**src/rtl/comparison_pkg.sv**
```systemverilog
// Shared definitions for the comparison arbiter: operation codes, FSM states,
// datapath widths and the response timeout limit.
package comparison_pkg;
    localparam int OPND_W = 4;
    localparam int RES_W  = 8;

    localparam logic [1:0] OP_EQ  = 2'b00;
    localparam logic [1:0] OP_GT  = 2'b01;
    localparam logic [1:0] OP_LT  = 2'b10;
    localparam logic [1:0] OP_MAX = 2'b11;

    localparam logic [7:0] TIMEOUT_LIMIT = 8'd255;
    // Counter value at which the final unacknowledged RESP edge fires.
    localparam logic [7:0] TIMEOUT_LAST  = TIMEOUT_LIMIT - 8'd1;

    typedef enum logic [1:0] {IDLE, COMPUTE, RESP} state_t;

    typedef struct packed {
        logic [OPND_W-1:0] x;
        logic [OPND_W-1:0] y;
        logic [1:0]        op;
    } cmpReq_t;
endpackage

```
**src/rtl/comparison_datapath.sv**
```systemverilog
// 4-bit unsigned comparison datapath: equal, greater, less-than, max,
// zero-extended to the 8-bit result bus.
module comparison_datapath
    import comparison_pkg::*;
(
    input  cmpReq_t           req,
    output logic [RES_W-1:0]  result
);
    always_comb begin
        result = '0;
        case (req.op)
            OP_EQ:   result = {7'b0, req.x == req.y};
            OP_GT:   result = {7'b0, req.x > req.y};
            OP_LT:   result = {7'b0, req.x < req.y};
            default: result = {4'b0, (req.x > req.y) ? req.x : req.y};
        endcase
    end
endmodule

```
**src/rtl/rr_pick.sv**
```systemverilog
// Round-robin winner: first set request bit searching upward from ptr+1,
// wrapping modulo NUM_REQ.
module rr_pick #(
    parameter int NUM_REQ = 4,
    parameter int PW      = $clog2(NUM_REQ)
) (
    input  logic [NUM_REQ-1:0] req,
    input  logic [PW-1:0]      ptr,
    output logic [PW-1:0]      winner,
    output logic               anyReq
);
    int idx;

    // Walk offsets from farthest to nearest so the nearest set bit wins.
    always_comb begin
        winner = '0;
        anyReq = 1'b0;
        idx    = 0;
        for (int k = NUM_REQ; k >= 1; k--) begin
            idx = int'(ptr) + k;
            if (idx >= NUM_REQ) idx = idx - NUM_REQ;
            if (req[idx]) begin
                winner = idx[PW-1:0];
                anyReq = 1'b1;
            end
        end
    end
endmodule

```
**src/rtl/comparison_arbiter.sv**
```systemverilog
// Round-robin arbiter sharing one comparison datapath among NUM_REQ requesters.
// Define COMPARISON_ARB_TIMEOUT_EN to abort unacknowledged responses after 255 cycles.
module comparison_arbiter
    import comparison_pkg::*;
#(
    parameter int NUM_REQ = 4
) (
    input  logic                    clk,
    input  logic                    rst_n,
    input  logic [NUM_REQ-1:0]      req,
    input  logic [NUM_REQ*4-1:0]    reqX,
    input  logic [NUM_REQ*4-1:0]    reqY,
    input  logic [NUM_REQ*2-1:0]    reqOp,
    output logic [NUM_REQ-1:0]      grant,
    output logic [NUM_REQ-1:0]      respValid,
    output logic [RES_W-1:0]        respData,
    input  logic [NUM_REQ-1:0]      respAck,
    output logic                    busy,
    output logic                    timeoutErr
);
    localparam int PW = $clog2(NUM_REQ);

    state_t           state, nextState;
    logic [PW-1:0]    ptr, owner, winner;
    logic             anyReq, ownerAck, timeoutHit;
    cmpReq_t          pick, latched;
    logic [RES_W-1:0] dpResult;

    rr_pick #(.NUM_REQ(NUM_REQ), .PW(PW)) uPick (
        .req    (req),
        .ptr    (ptr),
        .winner (winner),
        .anyReq (anyReq)
    );

    comparison_datapath uDp (
        .req    (latched),
        .result (dpResult)
    );

    always_comb begin
        pick.x  = reqX[int'(winner)*OPND_W +: OPND_W];
        pick.y  = reqY[int'(winner)*OPND_W +: OPND_W];
        pick.op = reqOp[int'(winner)*2 +: 2];
    end

    assign ownerAck = respAck[owner];
    assign busy     = (state != IDLE);

`ifdef COMPARISON_ARB_TIMEOUT_EN
    logic [7:0] toCnt;

    assign timeoutHit = (state == RESP) && !ownerAck && (toCnt == TIMEOUT_LAST);

    // Counter restarts every time RESP is entered; the error flag is sticky.
    always_ff @(posedge clk or negedge rst_n) begin
        if (!rst_n) begin
            toCnt      <= '0;
            timeoutErr <= 1'b0;
        end else begin
            toCnt <= (state == RESP) ? toCnt + 8'd1 : 8'd0;
            if (timeoutHit) timeoutErr <= 1'b1;
        end
    end
`else
    assign timeoutHit = 1'b0;
    assign timeoutErr = 1'b0;
`endif

    always_ff @(posedge clk or negedge rst_n) begin
        if (!rst_n) state <= IDLE;
        else        state <= nextState;
    end

    always_comb begin
        nextState = state;
        case (state)
            IDLE:    if (anyReq) nextState = COMPUTE;
            COMPUTE: nextState = RESP;
            RESP:    if (ownerAck || timeoutHit) nextState = IDLE;
            default: nextState = IDLE;
        endcase
    end

    always_ff @(posedge clk or negedge rst_n) begin
        if (!rst_n) begin
            ptr       <= PW'(NUM_REQ - 1);
            owner     <= '0;
            latched   <= '0;
            grant     <= '0;
            respValid <= '0;
            respData  <= '0;
        end else begin
            grant <= '0;
            case (state)
                IDLE: if (anyReq) begin
                    latched       <= pick;
                    owner         <= winner;
                    grant[winner] <= 1'b1;
                end
                COMPUTE: begin
                    respData         <= dpResult;
                    respValid[owner] <= 1'b1;
                end
                RESP: if (ownerAck || timeoutHit) begin
                    respValid <= '0;
                    ptr       <= owner;
                end
                default: ;
            endcase
        end
    end
endmodule

```
**config.mk**
```make
export PLATFORM = sky130hd
export DESIGN_NAME = comparison_arbiter
export DESIGN_NICKNAME = d
export VERILOG_FILES = /design/src/rtl/comparison_pkg.sv /design/src/rtl/comparison_datapath.sv /design/src/rtl/rr_pick.sv /design/src/rtl/comparison_arbiter.sv
export SDC_FILE = /design/constraint.sdc
export NUM_CORES = 1
export LEC_CHECK = 0
export CAP_MARGIN = 20
export CELL_PAD_IN_SITES_DETAIL_PLACEMENT = 0
export CELL_PAD_IN_SITES_GLOBAL_PLACEMENT = 1
export CORE_MARGIN = 3
export CORE_UTILIZATION = 35
export CTS_CLUSTER_DIAMETER = 60
export DETAILED_ROUTE_END_ITERATION = 7
export PLACE_DENSITY = 0.77
export SKIP_CTS_REPAIR_TIMING = 1
export SYNTH_ARGS = -nofsm -noshare
export SYNTH_HDL_FRONTEND = slang
export SYNTH_HIERARCHICAL = 1
export SYNTH_SLANG_ARGS = --single-unit
export TNS_END_PERCENT = 100
```
**constraint.sdc**
```tcl
create_clock -name clk -period 2.5 [get_ports clk]
set_input_delay 0.25 -clock clk [delete_from_list [all_inputs] [get_ports clk]]
set_output_delay 0.25 -clock clk [all_outputs]
set_load 0.005 [all_outputs]
```
### After elaboration in Yosys (flattened, before gate mapping)

Cells that the tools add are included.

* register bits: 32
* input port bits: 50
* output and inout port bits: 18
* logic and storage cells: 91

* $add $sub $neg: 8
* $lt $le $gt $ge: 14
* equality and inequality tests: 7
* shift-type cells: 3
* mux-type cells: 39
* bitwise logic cells: 1
* reduce and logical (&&, ||, !) cells: 10

Operators with widths (count)
* 32-bit by 4-bit >= comparator with 1-bit output (second input constant): 4
* 32-bit by 4-bit < comparator with 1-bit output (second input constant): 4
* 32-bit 2-to-1 mux: 4
* 32-bit by 4-bit subtractor with 32-bit output (second input constant): 4
* 16-bit by 5-bit indexed part select with 4-bit output: 2
* 4-bit 2-to-1 mux: 4
* 1-bit 2-to-1 mux: 15
* 2-bit 2-to-1 mux: 6
* 4-bit one-hot mux with 3 select lines: 1
* 1-bit binary-select mux with 2-bit select: 5
* 4-bit one-hot mux with 2 select lines: 1
* 2-bit AND reduction: 4
* 8-bit by 4-bit indexed part select with 2-bit output: 1
* 2-bit by 2-bit adder with 3-bit output (second input constant): 2
* 2-bit by 3-bit < comparator with 1-bit output (second input constant): 2
* 2-bit one-hot mux with 3 select lines: 1
* 2-bit by 3-bit adder with 4-bit output (second input constant): 1
* 1-bit demux with 2-bit select: 2
* 2-bit by 1-bit == test with 1-bit output (second input constant): 2
* 2-bit == test (second input constant): 2
* 4-bit == test: 1
* 2-bit by 1-bit >= comparator with 1-bit output (second input constant): 2
* 4-bit > comparator: 1
* 2-bit logical NOT: 2
* other kinds (6): 9

### Logic depth before layout (Yosys ltp)

* word-level depth: 16
* gate-level depth with buffers: 7
* mapped depth without buffers: 7

### Cells and area by module

Netlist, hierarchy kept.

Modules (own cells, without submodules)
* comparison_arbiter: instances 1, cells each 95, area an instance 1557.7 µm², sequential area each 803.3 µm²
* comparison_datapath: instances 1, cells each 41, area an instance 287.8 µm², sequential area each 0.0 µm²
* rr_pick: instances 1, cells each 14, area an instance 91.3 µm², sequential area each 0.0 µm²

### Worst setup path after synthesis

Ideal clock, no wire load.

* path type: register -> register
* start point: register ptr[1]
* end point: register latched[1] (netlist bit)
* setup time: 0.125 ns
* data arrival time: 1.888 ns
* data required time: 2.375 ns
* path slack: 0.487 ns
* cell stages (with the launch flop): 8
* path buffers: 2
* period minus slack after synthesis: 2.013 ns
* cell sequence: dfstp_2 > nand2b_1 > a21oi_2 > o221ai_2 > buf_6 > buf_12 > mux4_2 > mux2_4

* cells in the longest elaborated chain, start to end: 11
* elaborated cells between the ends (all ways): 38
* classes of those cells: 8 x add/sub; 4 x order compare; 1 x shift; 24 x mux; 1 x reduce/logical

Ends and longest elaborated chain
* start, declared: RTL line comparison_arbiter.sv:24 `logic [PW-1:0] ptr, owner, winner;`
* start signal, assigned: RTL line comparison_arbiter.sv:87 `ptr <= PW'(NUM_REQ - 1);`
* start signal, assigned: RTL line comparison_arbiter.sv:107 `ptr <= owner;`
* 2-bit by 3-bit adder with 4-bit output: RTL line rr_pick.sv:20 `idx = int'(ptr) + k;`
* 32-bit by 4-bit subtractor with 32-bit output / 32-bit by 4-bit >= comparator with 1-bit output (equally long branches): RTL line rr_pick.sv:21 `if (idx >= NUM_REQ) idx = idx - NUM_REQ;`
* 32-bit 2-to-1 mux: RTL line rr_pick.sv:21
* 1-bit binary-select mux with 2-bit select: RTL line rr_pick.sv:22 `if (req[idx]) begin`
* 1-bit 2-to-1 mux (implied by the code) (2 in a row): RTL line rr_pick.sv:22
* 2-bit 2-to-1 mux (3 in a row): RTL line rr_pick.sv:22
* 2-bit 2-to-1 mux (*): RTL line rr_pick.sv:22
* named net winner[0]: RTL line comparison_arbiter.sv:24
* 8-bit by 4-bit indexed part select with 2-bit output (*): RTL line comparison_arbiter.sv:44 `pick.op = reqOp[int'(winner)*2 +: 2];`
* end signal, assigned: RTL line comparison_arbiter.sv:97 `latched <= pick;`
* end, declared: RTL line comparison_arbiter.sv:26 `cmpReq_t pick, latched;`

Mark *: on every way through the listed nets, which the timed path passes. The rest lies on a longest branch. The select of a mux whose other input is x is not followed.
A chain may end at the register's enable or synchronous reset.

### Worst setup path in the final report

* start point: register latched[5] (netlist bit)
* end point: register respData[0]

* cells in the longest elaborated chain, start to end: 3
* elaborated cells between the ends (all ways): 5
* classes of those cells: 2 x order compare; 1 x eq/ne; 2 x mux

Ends and longest elaborated chain
* 4-bit > comparator: RTL line comparison_datapath.sv:13, comparison_datapath.sv:15
* 4-bit 2-to-1 mux: RTL line comparison_datapath.sv:15 `default: result = {4'b0, (req.x > req.y) ? req.x : req.y};`
* 4-bit one-hot mux with 3 select lines (*): RTL line comparison_datapath.sv:11 `case (req.op)`
* named net dpResult[0]: RTL line comparison_arbiter.sv:27 `logic [RES_W-1:0] dpResult;`
* end signal, assigned: RTL line comparison_arbiter.sv:102 `respData <= dpResult;`
* end, declared: RTL line comparison_arbiter.sv:16 `output logic [RES_W-1:0] respData,`

Mark *: on every way through the listed nets, which the timed path passes. The rest lies on a longest branch.

==> results.cfg <==
[outcome]
status = completed

[finish]
area_growth_pct = 41.1
layout_common_cells = clkdlybuf4s50_1 (66), dfrtp_1 (30), mux2_2 (15)
fillers = 467
drive_gt1_share_pct = 23.3
nets = 272
antenna-diode-count = 0
final_common_cell = clkdlybuf4s50_1

[synthesis]
synth_edf_count = 0
yosysSeqAreaShare_pct = 41.5
ys.flop_type = dfrtp_1
synth-seq-cells = 32
yosys_warnings = 6
synth.distinct_cells = 42
syn_area_per_cell_um2 = 12.9
netlist_area_um2 = 1940
synthArstFlopShare_pct = 100
synth_cells = 150

[power_and_ir_drop]
swShare_pct = 34.8
powerDensity_nw_per_um2 = 1100
p_switching_mw = 1.04
p_leak_nw = 1.16
max-vdd-ir-drop_uv = 516
clockPowerShare_pct = 13.5
power.internal_mw = 1.96
seqPwrFrac_pct = 33.5
report.power.total_mw = 3.00
combPwrFrac_pct = 53.0

[detailed_routing]
vias = 1451
ant_nets = 0
drt-total-wl_um = 4390
routedWlPerCell_um = 15.2
dr.first_iter.drc_count = 62
via_per_inst = 5.02
drc = 0
drt_pre_antenna_iters = 4

[global_route]
grt_pass1_vias = 1499
grt_max_degree = 33
grt_pass1_wl_um = 7180
antenna_found_initial = 0
grt_usage_pct = 14.4
grt_overflow = 0

[timing]
fin_setup_tns_ps = 0
finalMaxSlewViolations = 0
hold_violations = 0
fmax_mhz = 456
slew_headroom_pct = 40.2
fin_skew_ps = 3.46
worst_slew_pin_slew_ps = 895
rsz0062_at_grt = false
setup_viol = 0
setup_slack_ps = 306
post-route-min-period_ps = 2190
period_share_pct = 87.8

[worst_setup_path]
critPathMaxFanout = 5
cp_data_required_time_ps = 2670
cp-endpoint = respData[0]
r2r_cells = 7
crit_cells = 7
reg2reg_to = respData[0]
critPathMaxStageDelay_ps = 550
rrSetupSlack_ps = 310
crit_path_end_kind = register
arrival_ps = 2360
crit_family = simple AND/OR/NAND/NOR gates
critPathLaunch = latched[5]
crit_slowest_cell = or4b_1
critical_path.cell_chain = inv_1 > ha_1 > a21oi_2 > nand4b_1 > o21ai_0 > or4b_1 > mux2_2
path_class = reg2reg
start_kind = register
timing.critical_path.buf_inv = 1
timing.rr.start = latched[5]

[placed_design]
dp_hpwl_um = 3550
pre_cts_slack_ps = 155
place.gp.congestion = 0.787
port_buffers = 66

[floorplanning]
placementRows = 26
core_um2 = 5240
die_height_um = 80.4
start_util_pct = 37.0
ios = 68
die_w_um = 80.4
dieArea_um2 = 6460

[clock_tree]
tritoncts = yes
clk_latency_ps = 280
h-tree-depth = 2
clkTransAtPathRegs_ps = 70
cts_root_buf = clkbuf_8
clock_tree.buffer_depth = 2
clock_sinks = 32
cts_buffers = 5

[min_path]
holdCritPathClass = in2async

[run]
maxCapViolations = 0
-- stage by stage --
step	util [%]	std cells	area (um^2)	hold WS (ps)
floorplan	-	153	1950	-45.6
finish	52.2	289	2730	366
global route	52.2	289	2730	394
global placement	50.4	281	2640	479
detailed placement	50.4	281	2640	492
CTS	52.2	289	2730	374
-- power by group through the flow --
stage | Sequential, mW | Combinational [mW] | Clock (mW)
detailed placement | 1.01 | 1.61 | 0
finish | 1.00 | 1.59 | 0.404
global placement | 0.994 | 1.56 | 0
floorplan | 0.937 | 1.16 | 0
CTS | 1.00 | 1.61 | 0.421
global route | 1.04 | 1.74 | 0.452
-- cells in the mapped netlist, drive strengths merged (3+ instances only) --
cell,n,area share (%)
nor2,4,0.77
mux4,11,14
o21ai,4,1.0
mux2i,6,3.1
inv,7,1.4
mux2,21,13
a32o,4,2.1
ha,4,2.6
nor2b,3,0.97
buf,11,4.9
nand2,10,1.9
dfrtp,30,39
a21oi,6,1.9
nand2b,4,1.3
-- registers in the layout, summed over array words and instances (netlist names) --
register	count
ptr	2
respData	8
grant	4
owner	2
state	2
latched	10
respValid	4
-- how the worst min path moves through the flow --
stage | start | depth (start not counted) | slack, ps | to
3_5_place_dp | respValid[0] | 1 | 490 | respValid[0]
4_1_cts | rst_n | 2 | 370 | respValid[3]
6_report | rst_n | 2 | 370 | respValid[3]
5_1_grt | rst_n | 2 | 390 | respData[5]
3_3_place_gp | respValid[1] | 1 | 480 | respValid[1]
2_1_floorplan | rst_n | 0 | -50 | grant[0]
-- cell families after synthesis --
kind of cell / synth area share, %
compound gates: 8.01
fa+ha+maj: 2.58
buf+inv: 6.46
flops: 41.5
mux: 30.0
other cells: 0.388
simple gates: 11.0
-- layout make-up --
cell class / instances / area (um^2) / share of cell area (%)
Inverter: 7 / 26.3 / 0.962
Timing Repair Buffer: 70 / 703 / 25.7
Multi-Input combinational cell: 102 / 1020 / 37.3
Tap cell: 70 / 87.6 / 3.21
Sequential cell: 32 / 803 / 29.4
Clock inverter: 2 / 10.0 / 0.366
Clock buffer: 6 / 82.6 / 3.02
-- metal layers --
layer  part of all wire, %  vias to the layer above  GRT usage, %
met4                   1.3                        0          4.39
met2                    50                       61          23.5
met1                    42                      696          18.3
met5                     0                        -             0
li1                      -                      687             -
met3                   6.4                        7          4.04
(Power assumes the default switching activity.)
